File: config.mk
export PLATFORM = sky130hd
export DESIGN_NAME = recorder_ctrl
export DESIGN_NICKNAME = d
export VERILOG_FILES = /design/src/rtl/recorder_pkg.sv /design/src/rtl/recorder_ctrl_btn_edge.sv /design/src/rtl/recorder_ctrl.sv
export SDC_FILE = /design/constraint.sdc
export NUM_CORES = 1
export LEC_CHECK = 0
export ABC_AREA = 0
export CORE_MARGIN = 2
export CORE_UTILIZATION = 50
export DETAILED_ROUTE_END_ITERATION = 12
export GPL_TIMING_DRIVEN = 0
export PLACE_DENSITY = 0.75
export SLEW_MARGIN = 5
export SYNTH_ARGS = -nofsm -noshare
export SYNTH_HDL_FRONTEND = slang
export SYNTH_SLANG_ARGS = --single-unit
File: constraint.sdc
create_clock -name clk -period 3.5 [get_ports clk]
set_clock_uncertainty 0.1 [all_clocks]
set_input_delay 0.525 -clock clk [delete_from_list [all_inputs] [get_ports clk]]
set_output_delay 0.525 -clock clk [all_outputs]
set_load 0.1 [all_outputs]
File: src/rtl/recorder_pkg.sv
// recorder_pkg: shared state encoding and default parameters for the
// recorder control block.
package recorder_pkg;

    // State encoding is visible on the `state` output, so values are fixed.
    typedef enum logic [1:0] {
        ST_IDLE   = 2'd0,
        ST_RECORD = 2'd1,
        ST_PLAY   = 2'd2,
        ST_ERASE  = 2'd3
    } rec_state_t;

    localparam int DEF_ADDR_BITS   = 16;
    localparam int DEF_LONG_CYCLES = 37500000;  // 1 s at 37.5 MHz
    localparam int DEF_CNT_BITS    = 26;

endpackage

File: src/rtl/recorder_ctrl_btn_edge.sv
// btn_edge: rising-edge detector for one debounced button level.
//   clk, reset_n : clock, async active-low reset
//   lvl          : debounced level, 1 = pressed
//   press        : one-cycle pulse in the cycle the level rises
// The previous-level register resets to 1 so a button held through reset
// gives no press until it has been released once.
module btn_edge (
    input  logic clk,
    input  logic reset_n,
    input  logic lvl,
    output logic press
);

    logic prev_q;
    logic prev_d;

    always_comb begin
        prev_d = lvl;
    end

    always_ff @(posedge clk or negedge reset_n) begin
        if (!reset_n) prev_q <= 1'b1;
        else          prev_q <= prev_d;
    end

    assign press = lvl & ~prev_q;

endmodule

File: src/rtl/recorder_ctrl.sv
// recorder_ctrl: record / playback / erase control for the audio recorder.
//   clk, reset_n        : single clock, async active-low reset
//   btn_rec, btn_play   : debounced button levels, 1 = pressed
//   sample_tick         : one-cycle pulse per codec sample
//   mem_we, mem_addr    : sample-memory write enable and address
//   play_en             : high while in PLAY
//   rec_len             : number of valid recorded samples (0..2^ADDR_BITS)
//   state               : IDLE=0, RECORD=1, PLAY=2, ERASE=3
module recorder_ctrl
    import recorder_pkg::*;
#(
    parameter int ADDR_BITS   = DEF_ADDR_BITS,
    parameter int LONG_CYCLES = DEF_LONG_CYCLES,
    parameter int CNT_BITS    = DEF_CNT_BITS
) (
    input  logic                 clk,
    input  logic                 reset_n,
    input  logic                 btn_rec,
    input  logic                 btn_play,
    input  logic                 sample_tick,
    output logic                 mem_we,
    output logic [ADDR_BITS-1:0] mem_addr,
    output logic                 play_en,
    output logic [ADDR_BITS:0]   rec_len,
    output logic [1:0]           state
);

    localparam logic [CNT_BITS-1:0]  HOLD_LAST = CNT_BITS'(LONG_CYCLES - 1);
    localparam logic [ADDR_BITS-1:0] ADDR_LAST = '1;
    localparam logic [ADDR_BITS:0]   LEN_ONE   = (ADDR_BITS+1)'(1);

    logic rec_press, play_press;

    btn_edge u_edge_rec (
        .clk     (clk),
        .reset_n (reset_n),
        .lvl     (btn_rec),
        .press   (rec_press)
    );

    btn_edge u_edge_play (
        .clk     (clk),
        .reset_n (reset_n),
        .lvl     (btn_play),
        .press   (play_press)
    );

    rec_state_t            state_q, state_d;
    logic [ADDR_BITS-1:0]  addr_q, addr_d;
    logic [ADDR_BITS:0]    rec_len_q, rec_len_d;
    logic [CNT_BITS-1:0]   hold_cnt_q, hold_cnt_d;
    logic                  erase_armed_q, erase_armed_d;

    logic both_hi, both_lo;
    assign both_hi = btn_rec & btn_play;
    assign both_lo = ~btn_rec & ~btn_play;

    always_comb begin
        state_d       = state_q;
        addr_d        = addr_q;
        rec_len_d     = rec_len_q;
        hold_cnt_d    = '0;
        erase_armed_d = erase_armed_q;

        // Re-arm only once both buttons are released: one hold, one erase.
        if (both_lo) erase_armed_d = 1'b1;

        unique case (state_q)
            ST_IDLE: begin
                // Saturate so a long hold after an erase cannot wrap.
                if (both_hi)
                    hold_cnt_d = (hold_cnt_q == HOLD_LAST) ? hold_cnt_q
                                                           : hold_cnt_q + 1'b1;
                if (erase_armed_q && hold_cnt_q == HOLD_LAST) begin
                    state_d       = ST_ERASE;
                    erase_armed_d = 1'b0;
                end else if (rec_press && !play_press) begin
                    state_d = ST_RECORD;
                    addr_d  = '0;
                end else if (play_press && !rec_press && rec_len_q != '0) begin
                    state_d = ST_PLAY;
                    addr_d  = '0;
                end
            end

            ST_RECORD: begin
                if (sample_tick) addr_d = addr_q + 1'b1;
                // A tick in the stop cycle is still written and counted.
                if (rec_press || (sample_tick && addr_q == ADDR_LAST)) begin
                    state_d   = ST_IDLE;
                    rec_len_d = {1'b0, addr_q} + {{ADDR_BITS{1'b0}}, sample_tick};
                end
            end

            ST_PLAY: begin
                if (sample_tick) addr_d = addr_q + 1'b1;
                if (play_press)
                    state_d = ST_IDLE;
                else if (sample_tick && {1'b0, addr_q} == rec_len_q - LEN_ONE)
                    state_d = ST_IDLE;
            end

            ST_ERASE: begin
                rec_len_d = '0;
                addr_d    = '0;
                state_d   = ST_IDLE;
            end

            default: state_d = ST_IDLE;
        endcase
    end

    always_ff @(posedge clk or negedge reset_n) begin
        if (!reset_n) begin
            state_q       <= ST_IDLE;
            addr_q        <= '0;
            rec_len_q     <= '0;
            hold_cnt_q    <= '0;
            erase_armed_q <= 1'b1;
        end else begin
            state_q       <= state_d;
            addr_q        <= addr_d;
            rec_len_q     <= rec_len_d;
            hold_cnt_q    <= hold_cnt_d;
            erase_armed_q <= erase_armed_d;
        end
    end

    // Write enable follows the tick with no latency while recording.
    assign mem_we   = (state_q == ST_RECORD) & sample_tick;
    assign mem_addr = addr_q;
    assign play_en  = (state_q == ST_PLAY);
    assign rec_len  = rec_len_q;
    assign state    = state_q;

endmodule
==> impl_results.rst <==
.. list-table::
   :header-rows: 1

   * - Metric
     - Value
   * - Clock Tree Root
     - clkbuf_8
   * - Number of nets in the final layout
     - 560
   * - Effective utilization at floorplan
     - 51.8%
   * - Final Hold Fails
     - 0
   * - Clock latency at the later pin of the worst-skew pair
     - 0.35 ns
   * - Worst-case clock buffer depth
     - 2
   * - Cell-by-cell trace of the critical path
     - inv_1, ha_1, buf_2, or4b_1, buf_2, nor4_2, a21oi_2, o2bb2ai_2, and2_1, nor2_1, clkbuf_1, nor2_1
   * - Number of top-level design ports
     - 42
   * - Total of max-cap violations
     - 0
   * - Vias per cell
     - 6.00
   * - Number of DRC markers in iteration 0
     - 295
   * - Final global-route overflow total
     - 0
   * - PwrDens
     - 621 nW/um2
   * - Crit path largest cell delay
     - 0.46 ns
   * - Startpoint type of the worst setup path
     - register
   * - Die Footprint
     - 9270 um2
   * - Clock transition at path regs
     - 0.08 ns
   * - Count of different cell masters after synthesis
     - 62
   * - Largest net degree at the start of global routing
     - 65
   * - IR drop worst, VDD
     - about 0.36 mV
   * - Post_cts resized
     - 0
   * - Number of instances in the synthesized netlist
     - 494
   * - # Post-CTS Setup Buffers
     - 0
   * - Required arrival time at the worst endpoint
     - between 3 and 4 ns
   * - Number of register bits inferred by synthesis
     - 64
   * - Yosys warning count
     - 0
   * - Fraction of layout cells with a size suffix above 1
     - 7.26%
   * - Total power of the final layout
     - between 0.003 and 0.004 W
   * - Number of global-route vias before repair
     - 3780
   * - Nature of the critical path endpoint
     - register
   * - Inst Count DP
     - 640
   * - Async set-reset flop share out of synthesis
     - between 90% and 100%
   * - Commonest non-fill, non-tap cell in the layout
     - nor2_1
   * - Final clock period utilization by the worst path
     - 93.5%
   * - Growth of design area from synthesis to finish
     - 19.1%
   * - Worst Tran Pin Value
     - 0.976 ns
   * - Post-synthesis cell area
     - 4260 um2
   * - Part of the Yosys area used for sequential elements
     - 37.7%
   * - CTS tree
     - yes
   * - Detail Placement HPWL
     - approximately 8.0 mm
   * - Inserted Clock Buffers
     - 9
   * - Final number of setup-violating endpoints
     - 0
   * - Detailed-router iteration count before antenna repair
     - 4
   * - Synth Area per Inst
     - 8.62 um2
   * - # port buffers
     - 41
   * - Final number of max-transition violations
     - 0
   * - Remaining max-slew budget at the tightest pin
     - 34.7%
   * - Highest-count cells in the layout ignoring fill and taps
     - nor2_1 (65), dfrtp_1 (61), nand2_1 (47)
   * - Ant diodes
     - 0
   * - Cts hold-fix bufs
     - 0
   * - Die height
     - 96.3 um
   * - Routed WL per cell
     - ~17 um
   * - Global-route wire length before repair
     - 17.9 mm
   * - Final period demand of the worst path
     - about 3.3 ns
   * - Final Wtd Congestion
     - approximately 0.95
   * - Level count of the clock H-tree
     - 3
   * - Drt total wl
     - roughly 11 mm
   * - Number of flops mapped to enable cells by yosys
     - 0
   * - Peak clock frequency supported by timing
     - 306 MHz
   * - Flip-flop cell with the highest count after synthesis
     - dfrtp_1
   * - Cell with the largest stage delay on the worst path
     - dfrtp_1
   * - Tot GR Track Use
     - between 20 and 25%
   * - Critical path class
     - reg2reg
   * - Result of the run
     - finished, final reports clean
   * - Static leakage power
     - roughly 2.0 nW
   * - Antenna violations before repair
     - 0
   * - Final ANT Viol Nets
     - 0
   * - Total core area
     - a little over 8000 um2
   * - Synthesized net count
     - 508
   * - Worst Path Arrival
     - between 3 and 4 ns
   * - Unrepaired setup endpoints after global routing
     - no
   * - Critical path peak fanout
     - 10
   * - Via count
     - between 3000 and 4000
   * - Path category of the worst min-delay check
     - in2async
   * - Post-Layout Cell Count
     - 656
   * - Chip Width
     - 96.3 um
   * - Rows
     - 33
   * - Remaining DRCs
     - 0
   * - Total number of clock tree sinks
     - 64
## synthesized netlist by cell type (all sizes together) (4+ instances only)
master | count | area share, %
or4 | 7 | 1.2
and2 | 8 | 1.2
nor3 | 17 | 2.1
o31ai | 21 | 3.7
nor2b | 7 | 1.0
clkbuf | 24 | 2.1
xnor2 | 27 | 5.6
and3 | 6 | 0.88
nor4 | 4 | 0.88
inv | 14 | 1.2
or3 | 6 | 0.88
a2111oi | 10 | 2.2
o21ai | 18 | 2.2
nor2 | 65 | 5.7
a211oi | 4 | 0.71
a21oi | 8 | 1.0
nand3 | 21 | 2.5
or2 | 6 | 0.88
and4 | 8 | 1.6
xor2 | 26 | 5.3
dfrtp | 61 | 36
ha | 9 | 2.6
nand2 | 47 | 4.1
nand4 | 12 | 1.8
buf | 7 | 0.91
nand2b | 7 | 1.0
## path summary, 6_finish.rpt
kind | slack [ns] | startpoint | cells past startpoint | to
hold reg to reg | 0.45 | erase_armed_q$_DFF_PN1_ | 2 | erase_armed_q$_DFF_PN1_
max in group asynchronous | 2.58 | reset_n | 1 | hold_cnt_q[17]$_DFFE_PN0P_
min in group clk | 0.45 | erase_armed_q$_DFF_PN1_ | 2 | erase_armed_q$_DFF_PN1_
setup reg to reg | 0.23 | rec_len[0]$_DFFE_PN0P_ | 12 | mem_addr[3]$_DFFE_PN0P_
hold / removal | 0.17 | reset_n | 1 | mem_addr[9]$_DFFE_PN0P_
setup / recovery | 0.23 | rec_len[0]$_DFFE_PN0P_ | 12 | mem_addr[3]$_DFFE_PN0P_
## per-stage QoR
step                      setup WS (ns)  hold slack [ns]  cell area [um2]  TNS, ns  util (%)
final                             0.228            0.167             5070        0      61.7
after global routing             0.0185            0.238             5070        0      61.7
after CTS                         0.159            0.196             5070        0      61.7
after detailed placement          0.209            0.421             4800        0      58.4
after global placement           -0.248            0.406             4800   -14.86      58.4
after floorplan                   0.212            0.129             4260        0         -
## power breakdown
part	switching, W	internal, W
logic	0.000982	0.000462
registers	0.0000782	0.000783
clock network	0.000301	0.000546
## registers in the layout, indices dropped and copies added, names as in the netlist
register            count
erase_armed_q           1
state                   2
rec_len                17
u_edge_rec.prev_q       1
hold_cnt_q             26
u_edge_play.prev_q      1
mem_addr               16
## area by class of cell
type / instances / area (um2)
inverter: 14 / 52.6
clock inverter: 7 / 144
timing repair buffer: 41 / 408
clock buffer: 9 / 124
sequential: 64 / 1610
tap: 105 / 131
fill: 683 / 3140
buffer: 31 / 129
multi-input combinational: 385 / 2480
## cells by family (layout without fill, tap and decap cells)
group / count (synthesis) / after routing / share of synthesized area [%]
multiplexers: 3 / 3 / 0.764
adder cells (fa/ha/maj): 9 / 9 / 2.64
flip-flops: 64 / 64 / 37.7
AO/OA/AOI/OAI: 88 / 88 / 15.0
buffers and inverters: 45 / 102 / 4.26
AND/OR/NAND/NOR: 230 / 230 / 27.7
XOR/XNOR: 55 / 55 / 12.0
## layer usage
layer	track usage (%)	up-vias	wire, um
met2	39.5	118	5170
met5	0	-	0
li1	-	1867	-
met4	8.80	0	171
met3	4.15	20	589
met1	34.6	1930	5050
## worst max-delay path: cells and delay by family (launching register included)
kind / cells / cell delay (ns)
buffers and inverters: 4 / 0.71
AOI/OAI and AO/OA: 2 / 0.43
and+or+nand+nor: 5 / 1.36
adders and majority gates: 1 / 0.13
DFF: 1 / 0.46
No activity file was read; power rests on OpenSTA's default activity.
